--- config.mk ---
export PLATFORM = sky130hd
export DESIGN_NAME = data_splitter_nch_flat
export DESIGN_NICKNAME = d
export VERILOG_FILES = /design/src/rtl/data_splitter_pkg.sv /design/src/rtl/data_splitter_nch_if.sv /design/src/rtl/dsplit_next_ch.sv /design/src/rtl/data_splitter_nch.sv /design/src/flat_wrapper.sv
export SDC_FILE = /design/constraint.sdc
export NUM_CORES = 1
export LEC_CHECK = 0
export ABC_AREA = 1
export BUFFER_PORTS_ARGS = -buffer_cell sky130_fd_sc_hd__buf_2
export CAP_MARGIN = 20
export CORE_ASPECT_RATIO = 0.5
export CORE_MARGIN = 3
export CORE_UTILIZATION = 52
export CTS_CLUSTER_DIAMETER = 40
export CTS_CLUSTER_SIZE = 25
export DETAILED_ROUTE_END_ITERATION = 10
export MAX_ROUTING_LAYER = met4
export PLACE_DENSITY = 0.82
export SLEW_MARGIN = 25
export SYNTH_ARGS = -nofsm -noshare
export SYNTH_HDL_FRONTEND = slang
export SYNTH_SLANG_ARGS = --single-unit
--- constraint.sdc ---
create_clock -name clk -period 2.8 [get_ports clk]
set_clock_uncertainty 0.15 [all_clocks]
set_input_delay 0.14 -clock clk [delete_from_list [all_inputs] [get_ports clk]]
set_output_delay 0.14 -clock clk [all_outputs]
set_load 0.005 [all_outputs]
--- src/rtl/data_splitter_pkg.sv ---
`default_nettype none
// ============================================================================
// Module   : data_splitter_pkg
// Purpose  : Shared defaults and FSM state encoding for data_splitter_nch.
// Revision : 1.0 - initial release
// ============================================================================
package data_splitter_pkg;

   localparam int DEF_DW  = 32;
   localparam int DEF_NCH = 4;
   localparam int DEF_CW  = 16;

   // FSM state encoding, kept as plain constants for legacy tool flows
   typedef logic [2:0] state_t;
   localparam state_t S_IDLE = 3'd0;
   localparam state_t S_POP  = 3'd1;
   localparam state_t S_CAPT = 3'd2;
   localparam state_t S_PUSH = 3'd3;
   localparam state_t S_FIN  = 3'd4;

endpackage
`default_nettype wire

--- src/rtl/data_splitter_nch_if.sv ---
`default_nettype none
// ============================================================================
// Module   : data_splitter_nch_if
// Purpose  : Source-FIFO read port plus NCH sink-FIFO write ports.
//            master = splitter side, slave = FIFO/environment side.
// Revision : 1.0 - initial release
// ============================================================================
interface data_splitter_nch_if
   import data_splitter_pkg::*;
#(
   parameter int DW  = DEF_DW,
   parameter int NCH = DEF_NCH
);
   logic              idata_rdy;
   logic [DW-1:0]     idata;
   logic              idata_pop;
   logic [NCH-1:0]    odata_rdy;
   logic [NCH-1:0]    odata_push;
   logic [NCH*DW-1:0] odata;

   modport master (
      input  idata_rdy, idata, odata_rdy,
      output idata_pop, odata_push, odata
   );

   modport slave (
      output idata_rdy, idata, odata_rdy,
      input  idata_pop, odata_push, odata
   );
endinterface
`default_nettype wire

--- src/rtl/dsplit_next_ch.sv ---
`default_nettype none
// ============================================================================
// Module   : dsplit_next_ch
// Purpose  : Cyclic priority search: first set mask bit strictly after cur_i,
//            wrapping; returns cur_i itself if it is the only set bit.
// Revision : 1.0 - initial release
// ============================================================================
module dsplit_next_ch #(
   parameter int NCH = 4,
   parameter int IW  = 2
) (
   input  wire logic [NCH-1:0] mask_i,
   input  wire logic [IW-1:0]  cur_i,
   output logic      [IW-1:0]  nxt_o,
   output logic                any_o
);

   logic [IW-1:0] w_idx;

   // Scan from the farthest offset down so the nearest set bit wins
   always_comb begin
      int unsigned t;
      nxt_o = cur_i;
      w_idx = '0;
      for (int i = NCH; i >= 1; i--) begin
         t = 32'(cur_i) + 32'(i);
         if (t >= 32'(NCH)) t = t - 32'(NCH);
         w_idx = IW'(t);
         if (mask_i[w_idx]) nxt_o = w_idx;
      end
   end

   assign any_o = |mask_i;

endmodule
`default_nettype wire

--- src/rtl/data_splitter_nch.sv ---
`default_nettype none
// ============================================================================
// Module   : data_splitter_nch
// Purpose  : Pops words from a source FIFO and deals them round-robin to NCH
//            sink FIFOs in per-channel bursts until cfg_num words have moved.
//            Optional macro DATA_SPLITTER_NCH_STATS_EN adds per-channel
//            free-running 32-bit push counters on stat_cnt.
// Revision : 1.0 - initial release
// ============================================================================
module data_splitter_nch
   import data_splitter_pkg::*;
#(
   parameter int DW  = DEF_DW,
   parameter int NCH = DEF_NCH,
   parameter int CW  = DEF_CW
) (
   input  wire logic              clk,
   input  wire logic              rst,
   input  wire logic              start,
   input  wire logic [CW-1:0]     cfg_num,
   input  wire logic [NCH*CW-1:0] cfg_burst,
   output logic                   busy,
   output logic                   done,
   output logic                   cfg_err,
   data_splitter_nch_if.master    bus
`ifdef DATA_SPLITTER_NCH_STATS_EN
   ,output logic [NCH*32-1:0]     stat_cnt
`endif
);

   localparam int IW = (NCH > 1) ? $clog2(NCH) : 1;

   state_t              state_q, state_d;
   logic [NCH*CW-1:0]   burst_q, burst_d;
   logic [IW-1:0]       ch_q, ch_d;
   logic [CW-1:0]       bcnt_q, bcnt_d;
   logic [CW-1:0]       rem_q, rem_d;
   logic [DW-1:0]       data_q, data_d;
   logic                cfg_err_q, cfg_err_d;

   logic [NCH-1:0]      w_mask_cfg, w_mask_sh, w_nc_mask;
   logic [IW-1:0]       w_nc_cur, w_nxt;
   logic                w_any;
   logic [CW-1:0]       w_cur_burst;
   logic                w_push_ok;
   logic [NCH-1:0]      w_push;

   // Nonzero-burst masks for the incoming config and the latched shadow copy
   for (genvar k = 0; k < NCH; k++) begin : g_mask
      assign w_mask_cfg[k] = |cfg_burst[k*CW +: CW];
      assign w_mask_sh[k]  = |burst_q[k*CW +: CW];
   end

   // At start the search begins "after" the last channel so index 0 is first
   assign w_nc_mask = (state_q == S_IDLE) ? w_mask_cfg : w_mask_sh;
   assign w_nc_cur  = (state_q == S_IDLE) ? IW'(NCH - 1) : ch_q;

   dsplit_next_ch #(
      .NCH (NCH),
      .IW  (IW)
   ) u_next_ch (
      .mask_i (w_nc_mask),
      .cur_i  (w_nc_cur),
      .nxt_o  (w_nxt),
      .any_o  (w_any)
   );

   assign w_cur_burst = burst_q[ch_q*CW +: CW];
   assign w_push_ok   = (state_q == S_PUSH) && bus.odata_rdy[ch_q];

   // Next-state and datapath update
   always_comb begin
      state_d   = state_q;
      burst_d   = burst_q;
      ch_d      = ch_q;
      bcnt_d    = bcnt_q;
      rem_d     = rem_q;
      data_d    = data_q;
      cfg_err_d = cfg_err_q;
      case (state_q)
         S_IDLE: begin
            if (start) begin
               burst_d   = cfg_burst;
               cfg_err_d = 1'b0;
               if (cfg_num == '0) begin
                  state_d = S_FIN;
               end else if (!w_any) begin
                  cfg_err_d = 1'b1;
                  state_d   = S_FIN;
               end else begin
                  ch_d    = w_nxt;
                  bcnt_d  = '0;
                  rem_d   = cfg_num;
                  state_d = S_POP;
               end
            end
         end
         S_POP: begin
            if (bus.idata_rdy) state_d = S_CAPT;
         end
         S_CAPT: begin
            data_d  = bus.idata;
            state_d = S_PUSH;
         end
         S_PUSH: begin
            if (w_push_ok) begin
               rem_d = rem_q - 1'b1;
               if (CW'(bcnt_q + 1'b1) == w_cur_burst) begin
                  bcnt_d = '0;
                  ch_d   = w_nxt;
               end else begin
                  bcnt_d = bcnt_q + 1'b1;
               end
               state_d = (rem_q == CW'(1)) ? S_FIN : S_POP;
            end
         end
         S_FIN:   state_d = S_IDLE;
         default: state_d = S_IDLE;
      endcase
   end

   // State and datapath registers
   always_ff @(posedge clk) begin
      if (rst) begin
         state_q   <= S_IDLE;
         burst_q   <= '0;
         ch_q      <= '0;
         bcnt_q    <= '0;
         rem_q     <= '0;
         data_q    <= '0;
         cfg_err_q <= 1'b0;
      end else begin
         state_q   <= state_d;
         burst_q   <= burst_d;
         ch_q      <= ch_d;
         bcnt_q    <= bcnt_d;
         rem_q     <= rem_d;
         data_q    <= data_d;
         cfg_err_q <= cfg_err_d;
      end
   end

   // One-hot push strobe, combinational from the active channel's ready
   always_comb begin
      w_push = '0;
      if (w_push_ok) w_push[ch_q] = 1'b1;
   end

   assign bus.idata_pop  = (state_q == S_POP) && bus.idata_rdy;
   assign bus.odata_push = w_push;
   assign bus.odata      = {NCH{data_q}};
   assign busy           = (state_q != S_IDLE);
   assign done           = (state_q == S_FIN);
   assign cfg_err        = cfg_err_q;

`ifdef DATA_SPLITTER_NCH_STATS_EN
   for (genvar k = 0; k < NCH; k++) begin : g_stats
      logic [31:0] cnt_q;
      // Free-running per-channel push counter, cleared only by reset
      always_ff @(posedge clk) begin
         if (rst)            cnt_q <= '0;
         else if (w_push[k]) cnt_q <= cnt_q + 32'd1;
      end
      assign stat_cnt[k*32 +: 32] = cnt_q;
   end
`endif

endmodule
`default_nettype wire

--- src/flat_wrapper.sv ---
// flat-port wrapper written by rule: the top's interface ports become plain ports
module data_splitter_nch_flat import data_splitter_pkg::*;
#(
   parameter int DW  = DEF_DW,
   parameter int NCH = DEF_NCH,
   parameter int CW  = DEF_CW
)
  (clk, rst, start, cfg_num, cfg_burst, busy, done, cfg_err, bus_idata_rdy, bus_idata, bus_odata_rdy, bus_idata_pop, bus_odata_push, bus_odata);
  data_splitter_nch_if #(.DW(DW), .NCH(NCH)) bus_i ();
  input  wire logic clk;
  input  wire logic rst;
  input  wire logic start;
  input  wire logic [CW-1:0] cfg_num;
  input  wire logic [NCH*CW-1:0] cfg_burst;
  output logic busy;
  output logic done;
  output logic cfg_err;
  input wire logic [$bits(bus_i.idata_rdy)-1:0] bus_idata_rdy;
  input wire logic [$bits(bus_i.idata)-1:0] bus_idata;
  input wire logic [$bits(bus_i.odata_rdy)-1:0] bus_odata_rdy;
  output wire logic [$bits(bus_i.idata_pop)-1:0] bus_idata_pop;
  output wire logic [$bits(bus_i.odata_push)-1:0] bus_odata_push;
  output wire logic [$bits(bus_i.odata)-1:0] bus_odata;
  assign bus_i.idata_rdy = bus_idata_rdy;
  assign bus_i.idata = bus_idata;
  assign bus_i.odata_rdy = bus_odata_rdy;
  assign bus_idata_pop = bus_i.idata_pop;
  assign bus_odata_push = bus_i.odata_push;
  assign bus_odata = bus_i.odata;
  data_splitter_nch #(.DW(DW), .NCH(NCH), .CW(CW)) u_core (.clk(clk), .rst(rst), .start(start), .cfg_num(cfg_num), .cfg_burst(cfg_burst), .busy(busy), .done(done), .cfg_err(cfg_err), .bus(bus_i));
endmodule
==> impl_results.md <==
* Initial antenna violation count at 0
* Final #Nets at 1,658
* Final std cells w/o fill at 1,746
* Post-Route WL at about 28,000 µm
* Routability cong. at 1.02
* Number of buffers created by CTS at 17
* Pin count of the biggest net entering global routing at 91
* Cells on worst reg2reg path at 15
* R2r setup slk at 200 ps
* Fin crit share at 0.929
* Final setup fails at 0
* Syn Inst Count at 1,288
* Setup TNS at 0 ps
* Fraction of layout cells with a size suffix above 1 at 0.225
* ANT nets after route at 0
* Ys async rst share at 0
* Leakage power at 0.00509 µW
* Fin crit period at 2600 ps
* Outcome: finished, final reports clean
* Synth top area cells: dfxtp_1 33%, nor2_1 13%, nand2_1 11%
* Yosys warning count at 0
* Post-synthesis sequential area ratio at 0.327
* CP max FO at 11
* FMAX at 385 MHz
* Final count of hold timing violations at 0
* DR iter-0 viols at 974
* Die area at between 15,000 and 20,000 µm²
* Worst setup SP type: register
* Clock Latency Late Sink at 420 ps
* FF+latch area at between 2000 and 3000 µm²
* Post-synth top area cell: dfxtp_1
* Hold path start: cfg_num[6]
* Critical path endpoint category: register
* TritonCTS Sinks at 134
* Post-CTS Setup Inserts at 0
* WHS Endpoint: u_core.rem_q[6]
* CTS tree: done
* Worst-path clk slew at 60 ps
* Die width at between 150 and 200 µm
* Std-Cell Core Area at roughly 15,000 µm²
* Reg-to-reg startpoint: u_core.state_q[2]
* Worst hold stages at 5
* I/O Buffers at approximately 260
* Fin area at 10,500 µm²
* # rows at 31
* EDFF count, synth at 0
* Cell Area, Synth at around 8000 µm²
* Critical path type: reg -> reg
* Top-count cell post-synth: nor2_1
* # Max-Cap Violations at 0
* DRC at 0
* Chip height at 94.8 µm
* GRT Total Usage at 0.320
* DR WL/cell at 15.9 µm
* Synth Net Count at 1,411
* Mapped Avg Cell Area at around 6.4 µm²
* Fillers at 1,247
* Routed vias/inst at between 5 and 6
* TritonRoute pass-1 iters at 6
* Area Growth Syn to Fin at 27.7%
* Slew margin rel. at 0.453
* CTS Root Cell: clkbuf_16
* H-tree Lvls at 4
* Worst-margin pin slew at 821 ps
* Top cell type's share of synthesized area at 0.327
* Global-route wire length before repair at about 44,000 µm
* Area of the multi-input gates at ~4000 µm²
* Post-DP Area at roughly 8800 µm²
* Max rail drop VDD at roughly 480 µV
* Placed insts at 1,604
* Dpl hpwl at between 15,000 and 20,000 µm
* Total gr overflow at 0
* Vias in the first global route at 8,600
* Hold WS at roughly 13 ps
* #FFs+latches synth at 134
* Top_reg_cell synth: dfxtp_1
* Critical Path RT at 2960 ps
* Synth top cells by count: 283 x nor2_1, 245 x nand2_1, 134 x dfxtp_1
* Top-Level Pins at 256
* Diodes inserted at 0
* RSZ-0062 raised after global routing: false
* Maximum clock insertion buffer count at 2
* Class of the worst hold path: in -> reg
* RR Endpoint: u_core.ch_q[0]
* Via count at ~9.4k
* P per Cell Area at ~830 nW/µm²
* Yosys cell types at 39
* Initial Util at 0.549
* Crit path DAT at 2760 ps
* Final Max Tran Viols at 0
==> layout make-up <==
cell class	count	area share
Inverter	104	0.0375
Clock buffer	19	0.0432
Clock inverter	13	0.0107
Tap cell	198	0.0236
Multi-Input combinational cell	900	0.392
Sequential cell	134	0.256
Timing Repair Buffer	378	0.237
==> stage by stage <==
step	util	setup WS, ps	power [µW]
5_1_grt	0.702	32.1	9250
2_1_floorplan	-	760	5530
6_report	0.702	199	8670
3_3_place_gp	0.590	278	6210
4_1_cts	0.702	190	8590
3_5_place_dp	0.590	204	6300
==> layer usage <==
layer	vias to the layer above	track usage	wire (µm)
li1	4537	-	-
met1	4301	0.412	11900
met2	521	0.529	12900
met3	69	0.0543	2440
met4	0	0.0817	620
met5	-	-	0
==> cell families (layout without fill, tap and decap cells) <==
group                    count (synthesis)  in the layout  synth area share
buffers and inverters                  254            514             0.174
flip-flops                             134            134             0.327
AND/OR/NAND/NOR                        671            671             0.349
adder cells (fa/ha/maj)                  3              3           0.00458
XOR/XNOR                                 6              6           0.00641
AO/OA/AOI/OAI                          220            220             0.139
==> state kept, by name, indices dropped and copies added, names as in the netlist <==
signal / count
u_core.burst_q: 64
u_core.data_q: 32
u_core.bcnt_q: 16
u_core.rem_q: 16
u_core.state_q: 3
u_core.ch_q: 2
u_core.cfg_err: 1
==> power by group <==
part	switching, µW	internal (µW)
Sequential	460	2360
Combinational	2340	1330
Clock	970	1210
Total	3770	4900
==> timing repair <==
action	4_1_cts	5_1_grt
endpoints found under the hold margin	110	0
endpoints found under the setup margin	0	2
hold buffers	110	0
resized for setup	0	1
==> worst max-delay path, stage by stage (launching register included) <==
cell     delay, ps
dfxtp_1        430
nor2_2          80
nand2_2        260
inv_2          190
nor2_1         430
inv_2          160
nand3_1        140
nand2_1         80
nand2_1         80
nand2_1         60
inv_1           70
nand3_1         70
nand2_1        100
nand3_1         70
nand2_1         70
nor2_1          40
==> worst max path at each step <==
stage	startpoint	end	cells after the start
final	u_core.state_q[2]	u_core.ch_q[0]	15
after global routing	u_core.state_q[2]	u_core.rem_q[2]	13
after CTS	u_core.ch_q[1]	u_core.ch_q[0]	16
after detailed placement	u_core.ch_q[1]	u_core.ch_q[0]	16
after global placement	u_core.ch_q[1]	u_core.ch_q[0]	16
after floorplan	u_core.bcnt_q[0]	u_core.bcnt_q[4]	15
==> cell usage in the layout, fill, tap and decap left out, types with 2 or more instances in the layout <==
cell           Yosys  final
dfxtp_1          134    134
inv_2              7      8
o21ai_2            2      2
nand2_1          245    244
nand2_2           10     11
nor2_2             9      9
buf_2              3    255
o31ai_1            2      2
nor2_1           283    283
clkinvlp_4         0      3
buf_4            100     12
xor2_1             6      6
nand3_2            2      2
nor3_1             7      6
a31oi_1            6      6
nand3_1           73     73
nand4_1           22     22
nor4_1             3      3
o21ai_1           13     13
nand3b_1           4      4
clkbuf_16          0     17
dlygate4sd3_1      0    110
a21oi_1           63     63
clkinv_4           0      4
nor3_2             1      2
nor2_4             7      7
inv_6              0      5
clkinv_1           2      2
clkbuf_8           0      2
inv_1             94     93
o21ai_0          130    130
ha_1               3      3
Power figures use the tool's default switching activity.
